File: config.mk
export PLATFORM = sky130hd
export DESIGN_NAME = hififo_tpc_write_engine
export DESIGN_NICKNAME = d
export VERILOG_FILES = /design/src/rtl/hififo_tpc_write_engine.sv
export SDC_FILE = /design/constraint.sdc
export NUM_CORES = 2
export LEC_CHECK = 0
export CAP_MARGIN = 20
export CORE_ASPECT_RATIO = 1.5
export CORE_MARGIN = 3
export CORE_UTILIZATION = 40
export DETAILED_ROUTE_END_ITERATION = 10
export DONT_BUFFER_PORTS = 1
export MAX_ROUTING_LAYER = met4
export PLACE_DENSITY_LB_ADDON = 0.3
export SYNTH_ARGS = -nofsm -noshare
export SYNTH_HDL_FRONTEND = slang
export SYNTH_SLANG_ARGS = --single-unit
File: constraint.sdc
create_clock -name clock -period 8.9 [get_ports clock]
set_input_delay 0.445 -clock clock [delete_from_list [all_inputs] [get_ports clock]]
set_output_delay 0.445 -clock clock [all_outputs]
set_load 0.005 [all_outputs]
File: src/rtl/hififo_tpc_write_engine.sv
// To-PC DMA write engine: takes host descriptors (length, then address),
// gathers user FIFO data into 128-byte blocks and emits each block as one
// 16-qword memory-write burst. Tracks completed blocks and raises a match
// interrupt and a descriptor-done interrupt.
module hififo_tpc_write_engine #(
  parameter int DESC_DEPTH = 4,
  parameter int COUNT_BITS = 23
) (
  input  logic        clock,
  input  logic        reset,
  input  logic        desc_valid,
  input  logic [63:0] desc_data,
  output logic        desc_ready,
  input  logic [63:0] in_data,
  input  logic        in_valid,
  output logic        in_ready,
  output logic        wr_valid,
  input  logic        wr_ready,
  output logic [63:0] wr_addr,
  output logic [63:0] wr_data,
  output logic        wr_last,
  output logic [31:0] status,
  output logic [1:0]  interrupt
);
  localparam int PW = $clog2(DESC_DEPTH);

  typedef enum logic [1:0] {IDLE, FILL, BURST} state_t;
  state_t state, state_nxt;

  // Descriptor queue entry: {block address [56:0], block count [15:0]}
  logic [72:0]           q_mem [DESC_DEPTH];
  logic [PW:0]           q_wr, q_rd;
  logic [72:0]           q_head;
  logic                  queue_empty, queue_full, q_push, q_pop;

  logic                  desc_fire;
  logic [2:0]            desc_type;
  logic [15:0]           pending_len;
  logic [56:0]           addr;
  logic [15:0]           remaining;
  logic [3:0]            fill_idx, emit_idx;
  logic [63:0]           blk_buf [16];
  logic [COUNT_BITS-1:0] blocks_done, matchval;
  logic [22:0]           blocks_st;
  logic                  armed, match_hit;
  logic                  in_fire, wr_fire, burst_done, last_block, done_evt;
  logic                  int_match, int_done;

  assign desc_fire   = desc_valid & desc_ready;
  assign desc_type   = desc_data[2:0];
  assign desc_ready  = ~queue_full;
  assign queue_empty = (q_wr == q_rd);
  assign queue_full  = (q_wr[PW] != q_rd[PW]) && (q_wr[PW-1:0] == q_rd[PW-1:0]);
  assign q_head      = q_mem[q_rd[PW-1:0]];
  assign q_push      = desc_fire && (desc_type == 3'd2);
  assign q_pop       = (state == IDLE) && !queue_empty;

  assign in_fire     = in_valid & in_ready;
  assign wr_fire     = wr_valid & wr_ready;
  assign burst_done  = wr_fire && (emit_idx == 4'd15);
  assign last_block  = (remaining == 16'd1);
  // A zero-length descriptor completes the moment it is popped.
  assign done_evt    = (q_pop && (q_head[15:0] == 16'd0)) || (burst_done && last_block);
  assign match_hit   = armed && (blocks_done == matchval);

  assign blocks_st   = 23'(blocks_done);
  assign status      = {blocks_st, 7'd0, (state != IDLE), queue_empty};
  assign interrupt   = {int_done, int_match};

  // State register
  always_ff @(posedge clock or negedge reset) begin
    if (!reset) state <= IDLE;
    else        state <= state_nxt;
  end

  // Next-state logic
  always_comb begin
    state_nxt = state;
    case (state)
      IDLE:    if (q_pop && (q_head[15:0] != 16'd0)) state_nxt = FILL;
      FILL:    if (in_fire && (fill_idx == 4'd15)) state_nxt = BURST;
      BURST:   if (burst_done) state_nxt = last_block ? IDLE : FILL;
      default: state_nxt = IDLE;
    endcase
  end

  // Output decode: data accepted only in FILL, burst presented only in BURST
  always_comb begin
    in_ready = (state == FILL);
    wr_valid = (state == BURST);
    wr_last  = (state == BURST) && (emit_idx == 4'd15);
    wr_data  = blk_buf[emit_idx];
    wr_addr  = {addr, 7'd0};
  end

  // Queue pointers; push and pop may both happen in one cycle
  always_ff @(posedge clock or negedge reset) begin
    if (!reset) begin
      q_wr <= '0;
      q_rd <= '0;
    end else begin
      if (q_push) q_wr <= q_wr + 1'b1;
      if (q_pop)  q_rd <= q_rd + 1'b1;
    end
  end

  // Queue storage (data only, no reset)
  always_ff @(posedge clock) begin
    if (q_push) q_mem[q_wr[PW-1:0]] <= {desc_data[63:7], pending_len};
  end

  // Block staging buffer (data only, no reset)
  always_ff @(posedge clock) begin
    if (in_fire) blk_buf[fill_idx] <= in_data;
  end

  // Transfer bookkeeping: current descriptor, fill/emit indices, block counter
  always_ff @(posedge clock or negedge reset) begin
    if (!reset) begin
      pending_len <= '0;
      addr        <= '0;
      remaining   <= '0;
      fill_idx    <= '0;
      emit_idx    <= '0;
      blocks_done <= '0;
    end else begin
      if (desc_fire && (desc_type == 3'd1)) pending_len <= desc_data[22:7];
      if (q_pop) begin
        addr      <= q_head[72:16];
        remaining <= q_head[15:0];
      end
      if (in_fire) fill_idx <= fill_idx + 4'd1;
      if (wr_fire) emit_idx <= emit_idx + 4'd1;
      if (burst_done) begin
        addr        <= addr + 57'd1;
        remaining   <= remaining - 16'd1;
        blocks_done <= blocks_done + COUNT_BITS'(1);
        fill_idx    <= '0;
        emit_idx    <= '0;
      end
    end
  end

  // Match arming and registered interrupt pulses; a new type-3 write beats the auto-disarm
  always_ff @(posedge clock or negedge reset) begin
    if (!reset) begin
      matchval  <= '0;
      armed     <= 1'b0;
      int_match <= 1'b0;
      int_done  <= 1'b0;
    end else begin
      if (desc_fire && (desc_type == 3'd3)) begin
        matchval <= COUNT_BITS'(desc_data[29:7]);
        armed    <= 1'b1;
      end else if (match_hit) begin
        armed    <= 1'b0;
      end
      int_match <= match_hit;
      int_done  <= done_evt;
    end
  end

endmodule
==> run summary <==
The static leakage power was 20.2 nW; the layout cell share with drive strength beyond 1 was 24.4%. Entering global routing, the biggest net connects 155 pins. In the synthesized netlist the dominant register cell turns out to be sky130_fd_sc_hd__edfxtp_1. The initial antenna violation count is 18, and the part of the cycle the worst path needs is 48.4%. Pin placement for this block handled 299 I/O pins. Buffers placed on the I/O ports in this run total 0. CTS built an H-tree with a depth of 4.

After synthesis, flip-flops and latches occupy 75.8% of the total area. The die covers 148000 µm². The cell type of the slowest stage on the worst timing path is sky130_fd_sc_hd__dfrtp_4. Across the run, the number of max-cap violations was 0. The logs give 65200 µm² for the area of all placed cells without fillers and 0.78 ns for the clock latency on the worst-skew pair. The clock passes through at most 3 buffers. In the routed layout, each cell is associated on average with a via count of 5.68. After floorplanning, the core was divided into 169 placement rows. The run gives 0.0521 ns as the worst clock skew. Counting flops with an async set or reset pin after synthesis yields a share of 10.5%. The critical path is of the reg -> out type. The detail route stage leaves a number of antenna-violating nets equal to 0.

The multi-input combinational cells in the finished layout cover a total of 13300 µm². Setup repair after global routing left no endpoint under its margin. Power spread over the standard cell area amounts to 280 nW/µm². The share of synthesized area in the top cell type comes to 69.1%. After clock tree synthesis, the clock-pin slew on the worst setup and hold paths is 0.06 ns. Setup violations remaining at the end of the flow were counted as 0.

The data required time of the worst path is 8.46 ns, and the global-route wire length before repair is 201000 µm. The worst setup path is captured at a primary output. Relative to the synthesized area, the layout overhead comes to 13.9%.

The most numerous cell on the critical path is sky130_fd_sc_hd__mux4_2. Detailed placement ended at an HPWL of 77800 µm. The initial core utilization is 40.4%. The number of buffers inserted by post-CTS setup repair is 0, and the die height is 469 µm. The count of warnings emitted by yosys is 0. The per-cell routed wire length was 28.1 µm; the total core area was 142000 µm². Summed over all layers, the global routing overflow is 0. The first detailed-routing pass took 6 iterations. The final layout contains 2996 nets. In this run, CTS created clock tree buffers numbering 139.

For the accumulated negative setup slack, the log shows 0 ns. The count of routing violations after the opening detailed-route iteration was 2645; the global placement routability congestion was 0.891. The global-route usage over all layers was 19.2%. The maximum cell stage delay along the critical path was 1.14 ns; the synthesized cell area was 57200 µm². Via count of the first global-routing pass: 29400. Clock tree root buffer cell: sky130_fd_sc_hd__clkbuf_16. After filler insertion, the fill cell instance count of the layout stands at 11800.

In this run the horizontal extent of the chip is 315 µm. The logs give 4.59 ns for the minimum setup slack in the final design and 3.87 ns for the signal arrival time at the worst endpoint. Counting every instance in the synthesized netlist gives 2680.

The final-report hold violation count is 0, and the biggest fanout along the worst timing path is 72. The biggest area contributor in the post-synthesis netlist is sky130_fd_sc_hd__edfxtp_1. The tools report the worst ir drop on vdd as 236 µV. For the finished layout, the period the worst path requires is 4.31 ns. The netlist uses 62 different library cells. Number of clock sinks: 1470. The logs give 59400 µm² for the cell area reported after detailed placement and 27600 for the total number of vias. Walking the worst path, the cells encountered are buf_4 -> mux4_2 -> mux4_2.

The worst min-delay path class is in -> reg. Ranked by total cell area, the synthesized netlist is headed by sky130_fd_sc_hd__edfxtp_1, sky130_fd_sc_hd__mux4_2, sky130_fd_sc_hd__dfrtp_1, sky130_fd_sc_hd__mux2_2, sky130_fd_sc_hd__nor2_1. For this block, the routed nets add up to 137000 µm of wire.

TritonCTS built the clock tree. In this run, synthesis inferred 1316 flip-flops with an integrated enable. STA classifies the critical path startpoint as a register. The number of gates resized after CTS came out at 0. The setup slack after placement is 5.00 ns, and the total area of sequential cells is 43400 µm². The run finished with clean final reports. The number of pins with negative max-slew slack in the final report was 0; the synthesized area divided by synthesized cell count was 21.4 µm². For this run, the top clock speed supported by timing is 232 MHz. The total of flip-flops plus latches after synthesis is 1470. At the pin with the least slew margin, the transition time is 1.11 ns. After detailed routing, the number of remaining DRC violations is 0. In this run the tightest slew margin relative to its limit is 26.3%.
[cells by family (layout without fill, tap and decap cells)]
logic type                 after synthesis  count (layout)  synth area share (%)
and+or+nand+nor                        386             386                  3.54
muxes                                  437             437                  16.3
other                                    1              35               0.00655
AOI/OAI and AO/OA                      152             152                  1.94
buffers and inverters                  163             432                  1.22
adders and majority gates               14              14                 0.306
xor gates and xnor gates                57              57                 0.872
DFF                                   1470            1470                  75.8
[Yosys cell counts (6+ instances only)]
cell,number
sky130_fd_sc_hd__a211oi_1,30
sky130_fd_sc_hd__a21oi_1,20
sky130_fd_sc_hd__a311oi_1,13
sky130_fd_sc_hd__and2_1,28
sky130_fd_sc_hd__and3_1,15
sky130_fd_sc_hd__and4_1,10
sky130_fd_sc_hd__buf_1,34
sky130_fd_sc_hd__buf_2,10
sky130_fd_sc_hd__buf_4,17
sky130_fd_sc_hd__clkbuf_1,85
sky130_fd_sc_hd__dfrtp_1,154
sky130_fd_sc_hd__edfxtp_1,1316
sky130_fd_sc_hd__ha_1,14
sky130_fd_sc_hd__inv_1,16
sky130_fd_sc_hd__mux2_2,40
sky130_fd_sc_hd__mux4_2,393
sky130_fd_sc_hd__nand2_1,68
sky130_fd_sc_hd__nand2b_1,7
sky130_fd_sc_hd__nand3_1,32
sky130_fd_sc_hd__nand4_1,32
sky130_fd_sc_hd__nor2_1,90
sky130_fd_sc_hd__nor3_1,34
sky130_fd_sc_hd__nor4_1,25
sky130_fd_sc_hd__o211ai_1,7
sky130_fd_sc_hd__o21a_1,8
sky130_fd_sc_hd__o21ai_0,20
sky130_fd_sc_hd__o22ai_1,6
sky130_fd_sc_hd__or2_2,6
sky130_fd_sc_hd__or3_1,14
sky130_fd_sc_hd__or4_1,6
sky130_fd_sc_hd__xnor2_1,31
sky130_fd_sc_hd__xor2_1,26
[registers in the layout (all words and copies together), names as in the netlist, 2 cells and up]
name         cells
addr            57
blocks_done     23
q_rd             3
emit_idx         4
fill_idx         4
state            2
q_mem          292
matchval        23
blk_buf       1024
pending_len     16
remaining       16
q_wr             3
[final timing paths]
kind / startpoint / endpoint / slack [ns] / cells past startpoint
worst min register to register: armed$_DFFE_PN0P_ / int_match$_DFF_PN0_ / 0.51 / 2
min in group asynchronous: reset / pending_len[2]$_DFFE_PN0P_ / 0.38 / 2
max in group asynchronous: reset / q_rd[0]$_DFFE_PN0P_ / 7.81 / 2
worst max register to register: emit_idx[1]$_DFFE_PN0P_ / addr[24]$_DFFE_PN0P_ / 5.00 / 7
worst max-delay path: emit_idx[1]$_DFFE_PN0P_ / wr_data[28] / 4.59 / 3
worst min-delay path: desc_data[1] / q_wr[0]$_DFFE_PN0N_ / 0.09 / 2
[timing repair]
item	CTS	global route
hold buffers	123	0
setup endpoints to repair	0	0
endpoints found under the hold margin	1445	0
[cell usage in the layout (no fill, tap or decap), types with 8 or more instances in the layout]
| cell type | synthesis | routed |
|---|---|---|
| sky130_fd_sc_hd__or3_1 | 14 | 14 |
| sky130_fd_sc_hd__conb_1 | 1 | 14 |
| sky130_fd_sc_hd__clkbuf_16 | 0 | 141 |
| sky130_fd_sc_hd__and2_4 | 0 | 20 |
| sky130_fd_sc_hd__inv_1 | 16 | 16 |
| sky130_fd_sc_hd__nor3_1 | 34 | 34 |
| sky130_fd_sc_hd__and4_1 | 10 | 10 |
| sky130_fd_sc_hd__nor2_1 | 90 | 89 |
| sky130_fd_sc_hd__clkbuf_1 | 85 | 33 |
| sky130_fd_sc_hd__dfrtp_1 | 154 | 148 |
| sky130_fd_sc_hd__mux4_2 | 393 | 393 |
| sky130_fd_sc_hd__xnor2_1 | 31 | 31 |
| sky130_fd_sc_hd__edfxtp_1 | 1316 | 1316 |
| sky130_fd_sc_hd__ha_1 | 14 | 14 |
| sky130_fd_sc_hd__nor4_1 | 25 | 25 |
| sky130_fd_sc_hd__o21a_1 | 8 | 8 |
| sky130_fd_sc_hd__buf_4 | 17 | 36 |
| sky130_fd_sc_hd__and2_1 | 28 | 8 |
| sky130_fd_sc_hd__a21oi_1 | 20 | 20 |
| sky130_fd_sc_hd__o21ai_0 | 20 | 20 |
| sky130_fd_sc_hd__dlygate4sd3_1 | 0 | 122 |
| sky130_fd_sc_hd__xor2_1 | 26 | 26 |
| sky130_fd_sc_hd__clkinv_1 | 0 | 20 |
| sky130_fd_sc_hd__and3_1 | 15 | 15 |
| sky130_fd_sc_hd__a311oi_1 | 13 | 13 |
| sky130_fd_sc_hd__a211oi_1 | 30 | 30 |
| sky130_fd_sc_hd__clkinv_2 | 0 | 30 |
| sky130_fd_sc_hd__nand2_1 | 68 | 68 |
| sky130_fd_sc_hd__diode_2 | 0 | 21 |
| sky130_fd_sc_hd__mux2_2 | 40 | 40 |
| sky130_fd_sc_hd__nand4_1 | 32 | 32 |
| sky130_fd_sc_hd__nand3_1 | 32 | 32 |
[report_power, final]
group          leakage [nW]  switching (W)  internal (W)
logic                  4.37        0.00186       0.00158
clock network          2.18        0.00260       0.00319
registers              13.7       0.000709       0.00834
total                  20.2        0.00517        0.0131
[layer usage]
metal | vias up | wire, µm | part of all wire (%) | GRT usage [%]
met3 | 232 | 11100 | 8.2 | 5.15
met5 | - | 0 | 0 | -
met1 | 14800 | 51600 | 38 | 23.1
met4 | 0 | 4120 | 3.0 | 6.47
li1 | 11500 | - | - | -
met2 | 1038 | 69800 | 51 | 31.4
[final cells by class]
type,instances,area share [%]
timing repair buffer,162,2.43
clock buffer,177,5.67
antenna,21,0.0806
inverter,16,0.0921
sequential,1470,66.6
clock inverter,77,1.16
multi-input combinational,1060,20.4
tap,1881,3.61
[stage by stage]
step	utilization (%)	power, W	instances	hold WS (ns)
6_report	46.0	0.0183	4864	0.0890
5_1_grt	46.0	0.0191	4858	0.0606
4_1_cts	46.0	0.0185	4842	0.0281
3_5_place_dp	41.9	0.0126	4465	0.154
3_3_place_gp	41.9	0.0124	4465	0.155
2_1_floorplan	-	0.0114	2693	0.149
[worst max-delay path, delay by kind of cell (launching register included)]
kind | cells | cell delay [ns]
buffers and inverters | 1 | 0.91
flip-flops | 1 | 1.14
multiplexers | 2 | 0.99
(Power assumes the default switching activity.)
